<file path="src/rtl/pc_unit_pkg.sv">
// rtl/pc_unit_pkg.sv - op-code definitions shared by the PC unit and its sequencer
package pc_unit_pkg;

    localparam int PC_OP_W = 3;

    // Codes 6 and 7 are reserved and decode as INC.
    typedef enum logic [PC_OP_W-1:0] {
        PC_OP_INC   = 3'd0,
        PC_OP_JMP   = 3'd1,
        PC_OP_BCOND = 3'd2,
        PC_OP_JCOND = 3'd3,
        PC_OP_CALL  = 3'd4,
        PC_OP_RET   = 3'd5
    } pc_op_e;

endpackage

</file>
<file path="src/rtl/pc_unit_if.sv">
// rtl/pc_unit_if.sv - sequencer-to-PC-unit control and status bundle
interface pc_unit_if #(
    parameter int ADDR_W = 10,
    parameter int DISP_W = 8
);
    import pc_unit_pkg::*;

    logic                pc_en;
    logic [PC_OP_W-1:0]  pc_op;
    logic [ADDR_W-1:0]   jump_addr;
    logic [DISP_W-1:0]   disp;
    logic                cond_true;
    logic [ADDR_W-1:0]   pc_out;
    logic [ADDR_W-1:0]   pc_next;
    logic                stack_full;
    logic                stack_empty;
    logic                stack_err;

    modport master (
        output pc_en, pc_op, jump_addr, disp, cond_true,
        input  pc_out, pc_next, stack_full, stack_empty, stack_err
    );

    modport slave (
        input  pc_en, pc_op, jump_addr, disp, cond_true,
        output pc_out, pc_next, stack_full, stack_empty, stack_err
    );
endinterface

</file>
<file path="src/rtl/pc_unit_return_stack.sv">
// rtl/pc_unit_return_stack.sv - LIFO of return addresses with registered full/empty
module return_stack #(
    parameter int WIDTH = 10,
    parameter int DEPTH = 8
) (
    input  logic             clk,
    input  logic             reset,
    input  logic             push,
    input  logic             pop,
    input  logic [WIDTH-1:0] din,
    output logic [WIDTH-1:0] dout,
    output logic             full,
    output logic             empty
);
    localparam int SP_W  = $clog2(DEPTH + 1);
    localparam int IDX_W = (DEPTH > 1) ? $clog2(DEPTH) : 1;

    logic [WIDTH-1:0] mem [0:DEPTH-1];
    logic [SP_W-1:0]  sp;
    logic [SP_W-1:0]  sp_dec;

    // dout always shows the top entry so RET can use it in the same cycle.
    assign sp_dec = sp - SP_W'(1);
    assign dout   = mem[sp_dec[IDX_W-1:0]];

    always_ff @(posedge clk) begin
        if (reset) begin
            sp    <= '0;
            full  <= 1'b0;
            empty <= 1'b1;
        end else if (push && !full) begin
            mem[sp[IDX_W-1:0]] <= din;
            sp    <= sp + SP_W'(1);
            full  <= (sp == SP_W'(DEPTH - 1));
            empty <= 1'b0;
        end else if (pop && !empty) begin
            sp    <= sp_dec;
            full  <= 1'b0;
            empty <= (sp == SP_W'(1));
        end
    end
endmodule

</file>
<file path="src/rtl/pc_unit.sv">
// rtl/pc_unit.sv - program counter with relative/conditional branches and call/return stack
module pc_unit
    import pc_unit_pkg::*;
#(
    parameter int                ADDR_W      = 10,
    parameter int                DISP_W      = 8,
    parameter int                STACK_DEPTH = 8,
    parameter logic [ADDR_W-1:0] RESET_ADDR  = '0
) (
    input logic     clk,
    input logic     reset,
    pc_unit_if.slave bus
);
    logic [ADDR_W-1:0] pc;
    logic [ADDR_W-1:0] pc_inc;
    logic [ADDR_W-1:0] pc_rel;
    logic [ADDR_W-1:0] stack_top;
    logic [ADDR_W-1:0] pc_nxt;
    logic              push;
    logic              pop;
    logic              err_set;
    logic              err;
    logic              full;
    logic              empty;

    assign pc_inc = pc + ADDR_W'(1);
    assign pc_rel = pc + ADDR_W'($signed(bus.disp));

    always_comb begin
        pc_nxt  = pc;
        push    = 1'b0;
        pop     = 1'b0;
        err_set = 1'b0;
        if (reset) begin
            pc_nxt = RESET_ADDR;
        end else if (bus.pc_en) begin
            case (pc_op_e'(bus.pc_op))
                PC_OP_JMP:   pc_nxt = bus.jump_addr;
                PC_OP_BCOND: pc_nxt = bus.cond_true ? pc_rel : pc_inc;
                PC_OP_JCOND: pc_nxt = bus.cond_true ? bus.jump_addr : pc_inc;
                PC_OP_CALL: begin
                    // A faulting CALL/RET leaves the PC where it is.
                    if (full) err_set = 1'b1;
                    else begin
                        push   = 1'b1;
                        pc_nxt = bus.jump_addr;
                    end
                end
                PC_OP_RET: begin
                    if (empty) err_set = 1'b1;
                    else begin
                        pop    = 1'b1;
                        pc_nxt = stack_top;
                    end
                end
                default:     pc_nxt = pc_inc;
            endcase
        end
    end

    always_ff @(posedge clk) begin
        if (reset) begin
            pc  <= RESET_ADDR;
            err <= 1'b0;
        end else begin
            pc <= pc_nxt;
            if (err_set) err <= 1'b1;
        end
    end

    return_stack #(
        .WIDTH (ADDR_W),
        .DEPTH (STACK_DEPTH)
    ) u_stack (
        .clk   (clk),
        .reset (reset),
        .push  (push),
        .pop   (pop),
        .din   (pc_inc),
        .dout  (stack_top),
        .full  (full),
        .empty (empty)
    );

    assign bus.pc_out      = pc;
    assign bus.pc_next     = pc_nxt;
    assign bus.stack_full  = full;
    assign bus.stack_empty = empty;
    assign bus.stack_err   = err;
endmodule

</file>
<file path="src/flat_wrapper.sv">
// flat-port wrapper written by rule: the top's interface ports become plain ports
module pc_unit_flat import pc_unit_pkg::*;
#(
    parameter int                ADDR_W      = 10,
    parameter int                DISP_W      = 8,
    parameter int                STACK_DEPTH = 8,
    parameter logic [ADDR_W-1:0] RESET_ADDR  = '0
)
  (clk, reset, bus_pc_en, bus_pc_op, bus_jump_addr, bus_disp, bus_cond_true, bus_pc_out, bus_pc_next, bus_stack_full, bus_stack_empty, bus_stack_err);
  pc_unit_if #(.ADDR_W(ADDR_W), .DISP_W(DISP_W)) bus_i ();
  input logic clk;
  input logic reset;
  input wire logic [$bits(bus_i.pc_en)-1:0] bus_pc_en;
  input wire logic [$bits(bus_i.pc_op)-1:0] bus_pc_op;
  input wire logic [$bits(bus_i.jump_addr)-1:0] bus_jump_addr;
  input wire logic [$bits(bus_i.disp)-1:0] bus_disp;
  input wire logic [$bits(bus_i.cond_true)-1:0] bus_cond_true;
  output wire logic [$bits(bus_i.pc_out)-1:0] bus_pc_out;
  output wire logic [$bits(bus_i.pc_next)-1:0] bus_pc_next;
  output wire logic [$bits(bus_i.stack_full)-1:0] bus_stack_full;
  output wire logic [$bits(bus_i.stack_empty)-1:0] bus_stack_empty;
  output wire logic [$bits(bus_i.stack_err)-1:0] bus_stack_err;
  assign bus_i.pc_en = bus_pc_en;
  assign bus_i.pc_op = bus_pc_op;
  assign bus_i.jump_addr = bus_jump_addr;
  assign bus_i.disp = bus_disp;
  assign bus_i.cond_true = bus_cond_true;
  assign bus_pc_out = bus_i.pc_out;
  assign bus_pc_next = bus_i.pc_next;
  assign bus_stack_full = bus_i.stack_full;
  assign bus_stack_empty = bus_i.stack_empty;
  assign bus_stack_err = bus_i.stack_err;
  pc_unit #(.ADDR_W(ADDR_W), .DISP_W(DISP_W), .STACK_DEPTH(STACK_DEPTH), .RESET_ADDR(RESET_ADDR)) u_core (.clk(clk), .reset(reset), .bus(bus_i));
endmodule
</file>
<file path="config.mk">
export PLATFORM = sky130hd
export DESIGN_NAME = pc_unit_flat
export DESIGN_NICKNAME = d
export VERILOG_FILES = /design/src/rtl/pc_unit_pkg.sv /design/src/rtl/pc_unit_if.sv /design/src/rtl/pc_unit_return_stack.sv /design/src/rtl/pc_unit.sv /design/src/flat_wrapper.sv
export SDC_FILE = /design/constraint.sdc
export NUM_CORES = 1
export LEC_CHECK = 0
export CAP_MARGIN = 25
export CORE_MARGIN = 8
export CORE_UTILIZATION = 36
export CTS_CLUSTER_DIAMETER = 200
export DETAILED_ROUTE_END_ITERATION = 6
export PLACE_DENSITY = 0.55
export REMOVE_ABC_BUFFERS = 1
export SETUP_SLACK_MARGIN = 0.4
export SLEW_MARGIN = 20
export SYNTH_ARGS = -nofsm -noshare
export SYNTH_HDL_FRONTEND = slang
export SYNTH_SLANG_ARGS = --single-unit
</file>
<file path="constraint.sdc">
create_clock -name clk -period 3.4 [get_ports clk]
set_input_delay 0.68 -clock clk [delete_from_list [all_inputs] [get_ports clk]]
set_output_delay 0.68 -clock clk [all_outputs]
set_load 0.01 [all_outputs]
</file>
# Word level (Yosys, flattened, before mapping)
# Memory sizes are Yosys's and may differ from the RTL's.
# Index checks and enable logic that the tools add are counted.
totals:
  memories: 1
  output_inout_bits: 23
  ram_bits: 80
  reg_bits: 17
  input_bits: 25
classes:
  muxes: 29
  reduce_logical: 5
  eq_ne: 7
  addsub: 4
mem_list:
  columns: ["memory", "words", "word_bits", "rd", "rd_ports_with_merged_regs", "write_ports", "line_no", "rtl"]
  rows:
  - ["u_core.u_stack.mem", 8, 10, 1, 0, 1, "pc_unit_return_stack.sv:18", "logic [WIDTH-1:0] mem [0:DEPTH-1];"]
op_table:
  columns: ["cell", "count"]
  rows:
  - ["$mux 10", 6]
  - ["$pmux 10 s5", 1]
  - ["$mux 1", 19]
  - ["$add 10x1->10 const B", 1]
  - ["$add 10x10->10", 1]
  - ["$mux 4", 2]
  - ["$eq 3x2->1 const B", 2]
  - ["$eq 3x3->1 const B", 2]
  - ["$add 4x1->4 const B", 1]
  - ["$eq 4x1->1 const B", 1]
  - ["$eq 4x3->1 const B", 1]
  - ["$sub 4x1->4 const B", 1]
  - ["$eq 3x1->1 const B", 1]
  - ["$logic_and 1x1->1", 2]
  - ["$logic_not 1->1", 2]
  - ["$pmux 1 s2", 1]
  - ["$reduce_bool 2->1", 1]

# Longest topological paths before layout
# Gate-level depths: netlist of run 1.
depth:
  ltp_word: 8
  depth_mapped: 11
  mapped_depth_nobuf: 9

# Modules after synthesis
# From an unflattened synthesis of run 1, not the netlist that was laid out.
hier_totals:
  cells_unflattened: 393
  area_unflattened_um2: 5071.1
modules_own_cells:
  columns: ["module", "area_per_inst_um2", "n_inst", "seq_area_each_um2", "cells_each"]
  rows:
  - ["return_stack", 3463.3, 1, 2522.4, 168]
  - ["pc_unit", 1607.8, 1, 220.2, 225]

# Least setup slack after synthesis of run 1
# OpenSTA, ideal clock, no wires.
synth_path:
  path_kind: "input to output"
  startpoint: "in bus_disp[3]"
  endpoint: "out bus_pc_next[5]"
  arrival_ps: 2568
  stages: 7
  t_required_ps: 2720
  slack_ps: 152
  cell_sequence: "ha_1 and3_1 a2111oi_1 xnor2_1 nor2_1 a211o_1 a211oi_1"
synth_via:
  elab_chain_cells: 5
synth_lines:
  columns: ["item", "line_no", "rtl"]
  rows:
  - ["start: declaration", "flat_wrapper.sv:16", "input wire logic [$bits(bus_i.disp)-1:0] bus_disp;"]
  - ["$add 10x10->10", "pc_unit.sv:27", "assign pc_rel = pc + ADDR_W'($signed(bus.disp));"]
  - ["$mux 10", "pc_unit.sv:39", "PC_OP_BCOND: pc_nxt = bus.cond_true ? pc_rel : pc_inc;"]
  - ["$pmux 10 s5", "pc_unit.sv:37", "case (pc_op_e'(bus.pc_op))"]
  - ["$mux 10", "pc_unit.sv:36", "end else if (bus.pc_en) begin"]
  - ["$mux 10", "pc_unit.sv:34", "if (reset) begin"]
  - ["end: declaration", "flat_wrapper.sv:19", "output wire logic [$bits(bus_i.pc_next)-1:0] bus_pc_next;"]
# Every way passes these cells.

# Worst setup path after layout of run 1
layout_path:
  startpoint: "in bus_disp[0]"
  endpoint: "out bus_pc_next[5]"
# Same word-level chain as after synthesis.

==> flow_summary.yaml, run 1 <==
floorplan:
  die_area_sq_mm: 0.0179
  row_count: 43
  start_util_pct: 36.3
  ios: 48
  die_y_microns: 134
  placeableCoreArea_sq_mm: 0.0137
  die_width_microns: 134
synth:
  synth-edff-count: 80
  netlist_instances: 362
  yosysTopAreaCell: "edfxtp_1"
  synth-seq-cells: 97
  ys_seq_area_share_pct: 55.0
  synth_area_per_cell_sq_um: 13.8
  synth_ff_type: "edfxtp_1"
  yosysWarnings: 0
  syn_area_sq_mm: 0.00498
  synth_cell_types: 63
  synth_area_leaders: "edfxtp_1 (48%), dfxtp_1 (6.8%), mux4_1 (5.3%)"
  async_reset_ff_share_pct: 0
  yosysTopAreaCellShare_pct: 48.2
pwr:
  power_frac_comb_pct: 21.1
  intPower_mw: 2.23
  pwr-share-seq_pct: 44.3
  p_sw_uw: 765
  clock_power_share_pct: 34.6
  leakagePower_nw: 2.79
  ir_worst_vdd_mv: 0.238
  switching_share_pct: 25.6
  total_power_mw: 2.99
  power-per-cell-area_mw_per_mm2: 398
grt:
  antenna_found_initial: 0
  grt_overflow: 0
  grt_util_all_layers_pct: 17.2
  grt_max_degree: 18
  grt_pass1_vias: 3953
  grt_pass1_wl_microns: 23200
outcome:
  status: "complete, no violations"
timing:
  setup_viol: 0
  worst_hold_slack_ns: 0.481
  fin_crit_sh_pct: 95.7
  min_period_ns: 3.25
  hold_violations: 0
  finalSetupTns_ns: 0
  setup_ws_ns: 0.146
  rsz0062_at_grt: "true"
  maxSlewViolCount: 0
  fin_worst_skew_ns: 0.00934
  worst_pin_slew_ns: 0.669
  worst_slew_margin_rel_pct: 55.1
  max_freq_mhz: 307
detailed_routing:
  via_count: 3882
  avgRoutedWirePerCell_microns: 21.1
  drt-total-wl_microns: 15200
  vias_per_cell: 5.40
  drtIter0Drc: 360
  dr.pass1.iters: 5
  antenna_left: 0
  drc: 0
job:
  cap_violations: 0
placement:
  port-buffer-count: 47
  place_congestion: 0.920
  dpl.hpwl_microns: 10100
  dpl_cell_area_sq_mm: 0.00627
  post-place-ws_ns: -0.802
  dp.cells: 658
cells_and_area:
  mostFrequentLayoutCell: "buf_4"
  fin_area_sq_mm: 0.00751
  diodes: 0
  nets: 573
  final_cell_mix: "buf_4 (105), edfxtp_1 (80), nor2_1 (28), clkdlybuf4s50_1 (25), buf_6 (21)"
  nFillCells: 1137
  layout.cells.non_filler: 719
  drive_gt1_share_pct: 49.7
  multiInputGateArea_sq_mm: 0.00252
  area_growth_pct: 50.7
  final_util_pct: 54.7
  seqCellArea_sq_mm: 0.00276
worst_setup_path:
  path_class: "in2out"
  arrival_ns: 2.57
  worstSetupEndpointType: "primary output"
  path_max_fanout: 2
  critPathRequiredTime_ns: 2.72
  crit_path_start_kind: "input pin"
cts:
  h-tree-depth: 3
  clock_latency_ns: 0.35
  clock_tree.buffer_depth: 2
  cts_tree: "built"
  clk_pin_slew_worst_paths_ns: 0.07
  numClockSinks: 97
  root_buffer: "clkbuf_16"
  cts_inserted_buffers: 9
hold_path:
  min_path_type: "reg2reg"
==> synth_stat cells (3+ instances only) <==
master	number
o21a_1	3
dfxtp_1	17
nor2b_1	3
mux4_1	10
a221oi_1	4
nand2_1	22
and3_1	4
nor2_1	28
a211oi_1	14
a31oi_1	3
nand2b_1	4
edfxtp_1	80
buf_2	4
mux2_2	11
a221o_1	4
xnor2_1	11
xor2_1	5
mux4_2	10
a311oi_1	4
clkbuf_1	8
buf_4	4
ha_1	13
o21ai_0	13
mux2i_1	3
a21oi_1	10
nor3_1	5
inv_1	10
a221oi_2	6
a21o_1	7
==> worst paths after layout <==
kind	slack [ns]	end	start	depth (start not counted)
max	0.15	bus_pc_next[5]	bus_disp[0]	11
max reg2reg	0.99	u_core.bus.pc_out[4]	u_core.bus.pc_out[2]	13
min reg2reg	0.48	u_core.bus.stack_err	u_core.bus.stack_err	2
min	0.48	u_core.bus.stack_err	u_core.bus.stack_err	2
==> state kept, by name, summed over array words and instances, names as in the netlist <==
name	cells
u_core.u_stack.empty	1
u_core.u_stack.mem	80
u_core.u_stack.sp	4
u_core.bus.pc_out	10
u_core.u_stack.full	1
u_core.bus.stack_err	1
==> per-layer routing <==
layer | GRT usage [%] | share of wire (%) | up-vias
met3 | 2.97 | 4.3 | 14
li1 | - | - | 1791
met1 | 23.3 | 45 | 1977
met4 | 5.12 | 1.2 | 0
met2 | 27.6 | 50 | 100
met5 | 0 | 0 | -
==> critical path, stage by stage <==
cell and delay, ns:
buf_8 0.10, ha_4 0.16, buf_6 0.11, a21o_1 0.20, a2111oi_4 0.31, buf_4 0.20
xnor2_2 0.11, nor2_1 0.07, a211o_1 0.29, a211oi_2 0.19, buf_2 0.16
==> kinds of logic (layout without fill, tap and decap cells) <==
kind of cell               count (synthesis)  count (layout)  synth area share (%)
AOI/OAI and AO/OA                         85              85                  13.3
xor gates and xnor gates                  18              18                  3.46
adders and majority gates                 14              14                  3.66
buffers and inverters                     30             207                  3.14
DFF                                       97              97                  55.0
muxes                                     34              34                  12.9
and+or+nand+nor                           84              84                  8.53
==> cell type report <==
type                    instances  share of cell area (%)
clock buffers                  10                    3.05
clock inverters                 6                   0.983
inverters                      10                   0.566
multi-input cells             235                    33.6
flip-flops and latches         97                    36.7
well taps                     180                    3.00
repair buffers                181                    22.1
==> what timing repair did <==
item,CTS,global route
cloned,4,0
setup buffers,29,12
pin swaps,45,30
resized for setup,182,29
hold buffers,0,0
endpoints found under the setup margin,10,10
==> power by group through the flow <==
stage               combinational, mW  clock, mW  sequential [mW]
floorplan                       0.198          0             1.36
global placement                0.460          0             1.35
detailed placement              0.468          0             1.35
CTS                             0.591       1.06             1.32
global route                    0.670       1.10             1.33
finish                          0.631       1.03             1.33
Power figures use the tool's default switching activity.
==> run 2: changes to the inputs <==
- CAP_MARGIN: 25 -> 15
==> results of run 2 <==
No change in the layout: final DEF, timing and power equal those of run 1.
